==> src/rtl/scan_fsm.sv <==
// scan_fsm: pixel-scan sequencer for the speckle sensor matrix.
// Walks every row/column, shifts the one-hot row/column selects, strobes the
// key-write line, captures one ADC sample per pixel and writes it to RAM via
// the shared row/column address counter commands.
// Optional feature: define SCAN_ADC_TIMEOUT_EN to bound the ADC wait and
// substitute 12'hFFF (with a sticky error flag) when the ADC never answers.
module scan_fsm #(
    parameter int ROWS          = 24,
    parameter int COLS          = 24,
    parameter int SETTLE_CYCLES = 8,
    parameter int ADC_TIMEOUT   = 255
) (
    input  logic        clk,
    input  logic        rst_n,
    input  logic        i_go,
    input  logic [11:0] i_adc_data,
    input  logic        i_adc_valid,
    output logic [4:0]  o_col_control,
    output logic [4:0]  o_row_control,
    output logic        o_ram_wren,
    output logic [11:0] o_ram_data,
    output logic        o_row_reg_data,
    output logic        o_row_reg_write,
    output logic        o_col_reg_data,
    output logic        o_col_reg_write,
    output logic        o_key_wren,
    output logic        o_row_rst,
    output logic        o_scan_end,
    output logic        o_timeout_err
);

    typedef enum logic [3:0] {
        S_IDLE, S_ROW_RST, S_ROW_SHIFT, S_SETTLE, S_COL_SHIFT,
        S_ADC_WAIT, S_WRITE, S_NEXT_ROW, S_DONE
    } state_e;

    // Address counter command encoding: bit4 clear, bit3 increment.
    localparam logic [4:0] CTL_CLEAR = 5'b10000;
    localparam logic [4:0] CTL_INC   = 5'b01000;
    localparam logic [4:0] CTL_HOLD  = 5'b00000;

    localparam logic [4:0] ROW_LAST    = 5'(ROWS - 1);
    localparam logic [4:0] COL_LAST    = 5'(COLS - 1);
    localparam logic [7:0] SETTLE_LAST = 8'(SETTLE_CYCLES - 1);

    state_e      state_q, state_d;
    logic [4:0]  row_q, row_d;
    logic [4:0]  col_q, col_d;
    logic [7:0]  cnt_q, cnt_d;
    logic [11:0] sample_q, sample_d;

`ifdef SCAN_ADC_TIMEOUT_EN
    localparam logic [7:0] ADC_LAST = 8'(ADC_TIMEOUT - 1);
    logic err_q, err_d;
`else
    logic adc_timeout_unused;
    assign adc_timeout_unused = (ADC_TIMEOUT != 0);
`endif

    // State and datapath registers.
    // NOTE: sequential state uses non-blocking assignments so every register
    // samples the pre-edge values regardless of statement order.
    always_ff @(posedge clk or negedge rst_n) begin
        if (!rst_n) begin
            state_q  <= S_IDLE;
            row_q    <= '0;
            col_q    <= '0;
            cnt_q    <= '0;
            sample_q <= '0;
`ifdef SCAN_ADC_TIMEOUT_EN
            err_q    <= 1'b0;
`endif
        end else begin
            state_q  <= state_d;
            row_q    <= row_d;
            col_q    <= col_d;
            cnt_q    <= cnt_d;
            sample_q <= sample_d;
`ifdef SCAN_ADC_TIMEOUT_EN
            err_q    <= err_d;
`endif
        end
    end

    // Next-state logic: scan sequencing, settle/ADC counting, abort on i_go low.
    always_comb begin
        // NOTE: every variable gets a default first so no path can infer a latch.
        state_d  = state_q;
        row_d    = row_q;
        col_d    = col_q;
        cnt_d    = cnt_q;
        sample_d = sample_q;
`ifdef SCAN_ADC_TIMEOUT_EN
        err_d    = err_q;
`endif
        unique case (state_q)
            S_IDLE: begin
                if (i_go) begin
                    state_d = S_ROW_RST;
                    row_d   = '0;
                    col_d   = '0;
`ifdef SCAN_ADC_TIMEOUT_EN
                    err_d   = 1'b0;
`endif
                end
            end
            S_ROW_RST: state_d = S_ROW_SHIFT;
            S_ROW_SHIFT: begin
                cnt_d   = '0;
                state_d = S_SETTLE;
            end
            S_SETTLE: begin
                if (cnt_q == SETTLE_LAST) state_d = S_COL_SHIFT;
                else                      cnt_d   = cnt_q + 8'd1;
            end
            S_COL_SHIFT: begin
                cnt_d   = '0;
                state_d = S_ADC_WAIT;
            end
            S_ADC_WAIT: begin
                if (i_adc_valid) begin
                    sample_d = i_adc_data;
                    state_d  = S_WRITE;
                end
`ifdef SCAN_ADC_TIMEOUT_EN
                else if (cnt_q == ADC_LAST) begin
                    sample_d = 12'hFFF;
                    err_d    = 1'b1;
                    state_d  = S_WRITE;
                end else begin
                    cnt_d = cnt_q + 8'd1;
                end
`endif
            end
            S_WRITE: begin
                if (col_q == COL_LAST) begin
                    state_d = S_NEXT_ROW;
                end else begin
                    col_d   = col_q + 5'd1;
                    state_d = S_COL_SHIFT;
                end
            end
            S_NEXT_ROW: begin
                col_d = '0;
                if (row_q == ROW_LAST) begin
                    state_d = S_DONE;
                end else begin
                    row_d   = row_q + 5'd1;
                    state_d = S_ROW_SHIFT;
                end
            end
            S_DONE:  state_d = S_IDLE;
            default: state_d = S_IDLE;
        endcase

        // Losing the grant mid-scan freezes the datapath and returns to IDLE.
        if (!i_go && state_q != S_IDLE && state_q != S_DONE) begin
            state_d  = S_IDLE;
            row_d    = row_q;
            col_d    = col_q;
            cnt_d    = cnt_q;
            sample_d = sample_q;
`ifdef SCAN_ADC_TIMEOUT_EN
            err_d    = err_q;
`endif
        end
    end

    // Moore output decode from the registered state.
    always_comb begin
        o_col_control   = CTL_HOLD;
        o_row_control   = CTL_HOLD;
        o_ram_wren      = 1'b0;
        o_row_reg_data  = 1'b0;
        o_row_reg_write = 1'b0;
        o_col_reg_data  = 1'b0;
        o_col_reg_write = 1'b0;
        o_key_wren      = 1'b0;
        o_row_rst       = 1'b0;
        o_scan_end      = 1'b0;
        unique case (state_q)
            S_IDLE: begin
                o_col_control = CTL_CLEAR;
                o_row_control = CTL_CLEAR;
            end
            S_ROW_RST: begin
                o_row_rst     = 1'b1;
                o_col_control = CTL_CLEAR;
                o_row_control = CTL_CLEAR;
            end
            S_ROW_SHIFT: begin
                o_row_reg_write = 1'b1;
                o_row_reg_data  = (row_q == 5'd0);
            end
            S_COL_SHIFT: begin
                o_col_reg_write = 1'b1;
                o_col_reg_data  = (col_q == 5'd0);
                o_key_wren      = 1'b1;
            end
            S_WRITE: begin
                o_ram_wren    = 1'b1;
                o_col_control = CTL_INC;
            end
            S_NEXT_ROW: begin
                o_row_control = CTL_INC;
                o_col_control = CTL_CLEAR;
            end
            S_DONE:  o_scan_end = 1'b1;
            default: ;
        endcase
    end

    assign o_ram_data = sample_q;

`ifdef SCAN_ADC_TIMEOUT_EN
    assign o_timeout_err = err_q;
`else
    assign o_timeout_err = 1'b0;
`endif

endmodule

==> config.mk <==
export PLATFORM = sky130hd
export DESIGN_NAME = scan_fsm
export DESIGN_NICKNAME = d
export VERILOG_FILES = /design/src/rtl/scan_fsm.sv
export SDC_FILE = /design/constraint.sdc
export NUM_CORES = 1
export LEC_CHECK = 0
export ABC_AREA = 1
export ABC_CLOCK_PERIOD_IN_PS = 1800
export CORE_UTILIZATION = 25
export CTS_BUF_LIST = sky130_fd_sc_hd__clkbuf_4 sky130_fd_sc_hd__clkbuf_8
export CTS_CLUSTER_DIAMETER = 120
export DETAILED_ROUTE_END_ITERATION = 8
export GPL_ROUTABILITY_DRIVEN = 1
export PLACE_DENSITY_LB_ADDON = 0.08
export SYNTH_ARGS = -nofsm -noshare
export SYNTH_HDL_FRONTEND = slang
export SYNTH_SLANG_ARGS = --single-unit
==> constraint.sdc <==
create_clock -name clk -period 1.8 [get_ports clk]
set_input_delay 0.18 -clock clk [delete_from_list [all_inputs] [get_ports clk]]
set_output_delay 0.18 -clock clk [all_outputs]
set_load 0.01 [all_outputs]
==> metrics.md, run 1 <==
| Metric | Value |
|---|---|
| Max_cap viols | `0` |
| Crit share post-route | `94.5%` |
| Grt ovf | `0` |
| Via count | `between 1500 and 2000` |
| Pwr Density | `between 1000 and 1500 nW/um^2` |
| Final Power | `between 3 and 4 mW` |
| Placeable Area | `7770 sq um` |
| FF+latch count, synth | `34` |
| Non-filler instance count after layout | `roughly 420` |
| Critical path data arrival time | `1.52 ns` |
| Lkg Pwr | `1.40 nW` |
| Worst R2R End | `cnt_q[0]` |
| Post-route ant nets | `0` |
| Leading cell type in the layout, fill and taps excluded | `nand2_1` |
| Ys async rst share | `100%` |
| Post-synth cell types | `30` |
| Top cell type's share of synthesized area | `a little over two fifths` |
| H-tree levels | `2` |
| Fillers | `approximately 850` |
| Clk slew on worst S/H paths | `0.08 ns` |
| Placed insts | `407` |
| Vias in the first global route | `1671` |
| Hold WS | `between 0.3 and 0.4 ns` |
| Status | `complete, no violations` |
| Final Hold Violating Endpoints | `0` |
| R2R cell count | `9` |
| Top Usage Layer GRT | `met2` |
| Grt met2 use | `a little under a fifth` |
| Worst Setup EP | `o_col_control[4]` |
| Worst IR Drop VDD | `0.506 mV` |
| Final instance area | `2700 sq um` |
| Area contributors post-synth | `dfrtp_1, nand2_1, inv_1, nand3_1, o21ai_1` |
| Setup Skew | `between 0.004 and 0.005 ns` |
| Number of CTS-inserted buffers | `5` |
| Critical path class | `reg -> out` |
| Post-route setup slack | `about 0.1 ns` |
| Fmax | `between 500 and 600 MHz` |
| Pre-Repair DR Iteration Count | `4` |
| Main combinational cell family by area after synthesis | `simple AND/OR/NAND/NOR gates` |
| Global-route wire length before repair | `between 8000 and 9000 microns` |
| Starting density of the core | `roughly a quarter` |
| Setup WS pre-CTS | `0.0933 ns` |
| Yosys top cell by area | `dfrtp_1` |
| DR DRC count | `0` |
| Yosys warnings | `0` |
| Largest net degree at the start of global routing | `35` |
| Met1 usage | `between 15 and 20%` |
| Area post-placement | `2520 sq um` |
| CTS Hold Buffers Added | `0` |
| Post-synth EDFFs | `0` |
| Max Transition Viols Final | `0` |
| Post-Synth XOR/XNOR Area | `~2.2%` |
| CTS tree | `done` |
| IO Pins | `between 40 and 50` |
| Ant. Diodes | `0` |
| Die Ht | `between 90 and 100 microns` |
| Synth Area in Adders | `3.10%` |
| M3 GR Usage | `approximately 3.5%` |
| Layout cell share with drive strength beyond 1 | `roughly 14%` |
| Clock Latency Late Sink | `between 0.2 and 0.3 ns` |
| Final TNS setup | `0 ns` |
| Worst EP required | `between 1.5 and 2 ns` |
| Synth Flop Type | `dfrtp_1` |
| Die area | `about 8400 sq um` |
| Tot GR Track Use | `12.2%` |
| GP Congestion | `0.784` |
| Startpoint Class | `flip-flop` |
| Total Wirelength | `between 4000 and 5000 microns` |
| Layout overhead on the synthesized area | `33.7%` |
| Die W | `a little over 90 microns` |
| Vias/cell | `roughly 4` |
| Crit Reg-Reg Startpoint | `cnt_q[0]` |
| Rows | `32` |
| Post-layout util | `between 30% and 40%` |
| Register area share after synthesis | `between 40 and 50%` |
| Average size of a mapped cell | `~7.5 sq um` |
| Max Fanout on Critical Path | `5` |
| Post-synthesis mux area share | `0%` |
| Mapped cell area | `about 2000 sq um` |
| Nets | `334` |
| Synth Area in Simple Gates | `about 32%` |
| Final setup fails | `0` |
| Setup crit start | `state_q[3]` |
| TritonCTS Sinks | `34` |
| HPWL Detailed | `approximately 3400 microns` |
| Reg2reg setup slack | `just under 0.3 ns` |
| Hold WC Path Type | `in -> async` |
| Post-synthesis compound-gate area fraction | `a little under a tenth` |
| Critical path endpoint category | `primary output` |
| DR WL/cell | `between 10 and 15 microns` |
| DRT iter0 DRCs | `53` |
| Number of I/O port buffers | `39` |
| Initial antenna violation count | `0` |
| CTS root buf | `clkbuf_8` |
| Most frequent cells in the layout | `nand2_1, inv_1, dfrtp_1` |
| Worst-case clock buffer depth | `2` |
| Period minus WS final | `about 1.7 ns` |
| Post-Synthesis Cells | `268` |
[flip-flops by register name, summed over array words and instances, names as in the netlist]
name        flops
cnt_q           8
row_q           5
state_q         4
o_ram_data     12
col_q           5
[timing repair]
action,4_1_cts,5_1_grt
gates resized for setup,16,7
setup buffers,0,1
pin swaps,0,0
setup endpoints to repair,12,4
[report_power, final]
group	internal [mW]	switching (mW)
Clock	0.555	0.319
Sequential	0.944	0.167
Combinational	0.572	0.749
Total	2.07	1.23
[cells in the mapped netlist, drive strengths merged (3+ instances only)]
cell type	n
dfrtp	34
nor3	4
nand3	21
o21ai	28
nand2	81
nand3b	3
buf	12
xor2	4
nor2	29
ha	5
inv	36
[cell type report]
type | count | area (sq um) | share of cell area [%]
Multi-Input combinational cell | 192 | 1000 | 37.3
Timing Repair Buffer | 44 | 437 | 16.2
Clock buffer | 5 | 68.8 | 2.55
Inverter | 36 | 135 | 5.01
Tap cell | 102 | 128 | 4.73
Sequential cell | 34 | 855 | 31.7
Clock inverter | 3 | 68.8 | 2.55
[worst max-delay path, cell delays in order (launching register included)]
cell	delay, ns
dfrtp_2	0.44
inv_2	0.14
nand2_4	0.11
nor2_8	0.11
inv_1	0.06
o21ai_0	0.07
dlygate4sd2_1	0.29
[per-layer routing]
metal / vias up / part of all wire, %
met5: - / 0
met4: 0 / 1.2
met3: 5 / 5.1
met2: 33 / 43
met1: 757 / 50
li1: 915 / -
[cell families after synthesis]
| logic type | Yosys count |
|---|---|
| compound gates | 33 |
| xor+xnor | 5 |
| fa+ha+maj | 5 |
| buf+inv | 48 |
| flops | 34 |
| other cells | 1 |
| simple gates | 142 |
[how the worst min path moves through the flow]
stage,depth (start not counted),endpoint,slack [ns]
global placement,2,o_ram_data[6],0.47
floorplan,0,cnt_q[0],-0.12
CTS,2,o_ram_data[1],0.34
detailed placement,2,o_ram_data[6],0.48
global route,2,o_ram_data[1],0.38
finish,2,col_q[2],0.30
Note: power is estimated with default switching activity, not from simulation.
==> run 2, diff against run 1 <==
CORE_UTILIZATION = 50   (was 25)
==> run 2 against run 1 <==
Against the previous run:
- clock-buffer cell count grew 1
- worst hold slack gained 0.0054 ns
- total power shrank 2.3%
- wire length shrank 9.9%
- final area shrank 2.3%
- clock skew grew 0.0023 ns
- critical path depth shrank 2
- sequential share of layout area grew 0.71 points
- fmax grew 2.1%
- via count grew 3.0%
- flip-flop and latch count is the same
- register-to-register slack lost 0.10 ns
- largest cell class unchanged
==> metrics.md, run 2 (synthesis results as in run 1) <==
| Metric | Value |
|---|---|
| CTS tree | `done` |
| Clock Latency Late Sink | `0.28 ns (about the same)` |
| Setup Skew | `0.00689 ns (+0.00231 ns)` |
| Die Ht | `65.5 microns (-29%)` |
| Final TNS setup | `0 ns (unchanged)` |
| Via count | `1761 (+3.0%)` |
| DR WL/cell | `11.5 microns (+2.5%)` |
| DR DRC count | `0 (unchanged)` |
| Area post-placement | `2440 sq um (-3.0%)` |
| Period minus WS final | `1.67 ns (-0.0350 ns)` |
| Fmax | `601 MHz (+2.1%)` |
| Final Power | `3.23 mW (-2.3%)` |
| Buf/Inv on CP | `2 (-1)` |
| Pwr Density | `1230 nW/um^2 (about the same)` |
| Hold WC Path Type | `in -> async` |
| Initial antenna violation count | `0 (unchanged)` |
| Critical path endpoint category | `primary output` |
| Die W | `65.5 microns (-29%)` |
| Max Fanout on Critical Path | `5 (unchanged)` |
| Tot GR Track Use | `21.6% (+9.4 points)` |
| GP Congestion | `0.845 (+7.8%)` |
| Placeable Area | `3770 sq um (-51%)` |
| RSZ-0062 raised after global routing | `no` |
| Starting density of the core | `53.5% (+28 points)` |
| Reg2reg setup slack | `0.19 ns (-0.10 ns)` |
| Ant. Diodes | `0 (unchanged)` |
| Post-route ant nets | `0 (unchanged)` |
| Final setup fails | `0 (unchanged)` |
| Nets | `339 (+1.5%)` |
| Global-route wire length before repair | `7020 microns (-14%)` |
| IO Pins | `47 (unchanged)` |
| Max_cap viols | `0 (unchanged)` |
| Crit Reg-Reg Startpoint | `state_q[3]` |
| Largest stage delay on the critical path | `0.43 ns (about the same)` |
| Worst R2R End | `cnt_q[0]` |
| Worst IR Drop VDD | `0.716 mV (+41%)` |
| Critical path data arrival time | `1.49 ns (-0.03 ns)` |
| Rows | `22 (-31%)` |
| Worst EP required | `1.62 ns (about the same)` |
| HPWL Detailed | `2970 microns (-13%)` |
| Crit share post-route | `92.5% (-1.9 points)` |
| Post-layout util | `69.8% (+35 points)` |
| Die area | `4290 sq um (-49%)` |
| Max Transition Viols Final | `0 (unchanged)` |
| Vias in the first global route | `1619 (-3.1%)` |
| Most frequent cells in the layout | `nand2_1, dfrtp_1, inv_1` |
| Grt ovf | `0 (unchanged)` |
| CTS root buf | `clkbuf_8` |
| R2R cell count | `9 (unchanged)` |
| Layout cell share with drive strength beyond 1 | `14.8% (+1.1 points)` |
| CP top delay family | `flip-flops` |
| Clk slew on worst S/H paths | `0.07 ns (about the same)` |
| Final Hold Violating Endpoints | `0 (unchanged)` |
| Largest net degree at the start of global routing | `35 (unchanged)` |
| TritonCTS Sinks | `34 (unchanged)` |
| Total Wirelength | `4210 microns (-9.9%)` |
| Vias/cell | `4.81 (+17%)` |
| Pre-Repair DR Iteration Count | `4 (unchanged)` |
| Leading cell type in the layout, fill and taps excluded | `nand2_1` |
| Final instance area | `2630 sq um (-2.3%)` |
| Critical path class | `reg -> out` |
| Number of flip-flops in the largest register | `12 (unchanged)` |
| Layout overhead on the synthesized area | `30.6%` |
| Worst-case clock buffer depth | `2 (unchanged)` |
| Crit-path slowest cell | `dfrtp_1` |
| Worst-path cell chain | `inv_2, nand2_2, nor3_4, dlygate4sd2_1` |
| Status | `complete, no violations` |
| Startpoint Class | `flip-flop` |
| Number of CTS-inserted buffers | `5 (unchanged)` |
| Fillers | `317 (-63%)` |
| Hold WS | `0.306 ns (+0.00536 ns)` |
| DRT iter0 DRCs | `96 (+81%)` |
| H-tree levels | `2 (unchanged)` |
| Lkg Pwr | `1.44 nW (+2.8%)` |
| Number of I/O port buffers | `39 (unchanged)` |
-- run 2: final cells by class --
class	instances	area [sq um]	area share, %
clock buffers	6	82.6	3.14
clock inverters	1	30.0	1.14
inverters	36	135	5.13
multi-input cells	192	995	37.8
flip-flops and latches	34	853	32.4
well taps	48	60.1	2.28
repair buffers	49	478	18.1
-- run 2: report_power, final --
group	internal (mW)	switching, mW
Combinational	0.645	0.777
Sequential	0.945	0.147
Clock	0.443	0.272
-- run 2: timing repair --
item / 4_1_cts / 5_1_grt
hold buffers: 0 / 0
setup buffers: 5 / 2
resized for setup: 14 / 8
pin swaps: 1 / 2
setup endpoints to repair: 12 / 6
-- run 2: stage by stage --
stage	cells	setup slack [ns]
5_1_grt	366	0.0542
2_1_floorplan	274	0.472
4_1_cts	364	-0.0587
3_5_place_dp	352	0.141
3_3_place_gp	352	0.160
6_report	366	0.135
-- run 2: routing by layer --
metal | wire length [microns] | up-vias | track usage, %
met2 | 1880 | 51 | 36.0
met1 | 2010 | 782 | 26.6
met4 | 59 | 0 | 7.07
li1 | - | 921 | -
met5 | 0 | - | 0
met3 | 268 | 7 | 6.42
-- run 2: worst max-delay path by stage --
stage	startpoint	slack, ns	endpoint	cells after the start
after floorplan	state_q[1]	0.47	o_ram_data[10]	8
after global placement	state_q[1]	0.16	o_col_control[3]	3
after detailed placement	state_q[3]	0.14	o_col_control[3]	4
after CTS	state_q[2]	-0.06	o_row_reg_data	4
after global routing	state_q[3]	0.05	o_col_control[3]	4
final	state_q[3]	0.13	o_col_control[3]	4
==> variant, RTL diff (flow settings as in run 1) <==
The parameter `COLS` goes from 24 to 18.
--- a/src/rtl/scan_fsm.sv
+++ b/src/rtl/scan_fsm.sv
@@ -8,3 +8,3 @@
     parameter int ROWS          = 24,
-    parameter int COLS          = 24,
+    parameter int COLS          = 18,
     parameter int SETTLE_CYCLES = 8,
Function: same outputs for any inputs over 10 cycles, from zero or initial values and one cycle with rst_n low; that may be too few to reach the edited logic, so the function may still have changed.
==> variant against run 1 <==
- synthesized area increased by 5.1%
- clock power decreased by 17%
- routed wire length increased by 0.47%
- total power increased by 9.4%
- combinational power increased by 36%
- register-to-register slack improved by 0.02 ns
- non-clock buffer count increased by 11
- worst setup slack improved by 0.023 ns
- final area increased by 4.3%
- via count increased by 2.7%
- global-route usage decreased by 0.32 points
- sequential cell count unchanged
- highest routed layer unchanged
==> variant: results (changes against run 1) <==
postcts setup bufs=1 (+1); Mean Syn Cell Area=7.80 um2 (+3.6%); CP peak stage delay=0.42 ns (-0.02 ns); GR Util met1=15.0% (-1.0 points); Tot GR Track Use=11.9% (-0.32 points); Met1 Wirelength=2260 um (-3.7%); wire per inst=10.8 um (-3.7%); worst vdd ir=0.454 mV (-10%); reg2reg end=col_q[0]; met3 wire len=176 um (-26%); internal reg-to-reg setup slack=0.31 ns (+0.02 ns); Setup crit start=state_q[1]; placed instance area=2680 um2 (+6.6%); Critical Path Slowest Stage Cell=dfrtp_1; layout cells sized above 1=17.0% (+3.3 points); Clk pwr share=20.0% (-6.5 points); vias in the first global route=1735 (+3.8%); outcome=complete, no violations; crit path DAT=1.50 ns (-0.02 ns); total vias in the final route=1756 (+2.7%); CTS resizes=13 (-3); nets=350 (+4.8%); Setup WS pre-CTS=0.114 ns (+0.0204 ns); placed instance count=424 (+4.2%); met3 Resource Use GR=2.91% (-0.57 points); Vias/cell=4.05 (-1.6%); period utilization=93.2% (-1.3 points); WL met2=2220 um (+9.5%)
==> variant: changes by cell type after synthesis, sizes merged, moves of 2 or more <==
cell / before / now
nand3: 21 / 29
a21oi: 2 / 0
nor2: 29 / 32
o21ai: 28 / 21
nand3b: 3 / 1
nand4: 1 / 3
xor2: 4 / 7
==> variant: kinds of logic (layout without fill, tap and decap cells) <==
logic type | after synthesis | after routing | synth area share [%]
AOI/OAI and AO/OA | 23 | 23 | 5.66
xor gates and xnor gates | 8 | 8 | 3.30
adders and majority gates | 6 | 6 | 3.54
buffers and inverters | 49 | 100 | 10.6
DFF | 34 | 34 | 40.1
other | 1 | 7 | 0.177
and+or+nand+nor | 151 | 151 | 36.6
==> variant: area by class of cell <==
class	instances	share of cell area [%]
multi-input cells	195	38.3
clock inverters	1	1.07
repair buffers	55	17.7
inverters	37	5.03
well taps	105	4.67
clock buffers	7	2.98
flip-flops and latches	34	30.3
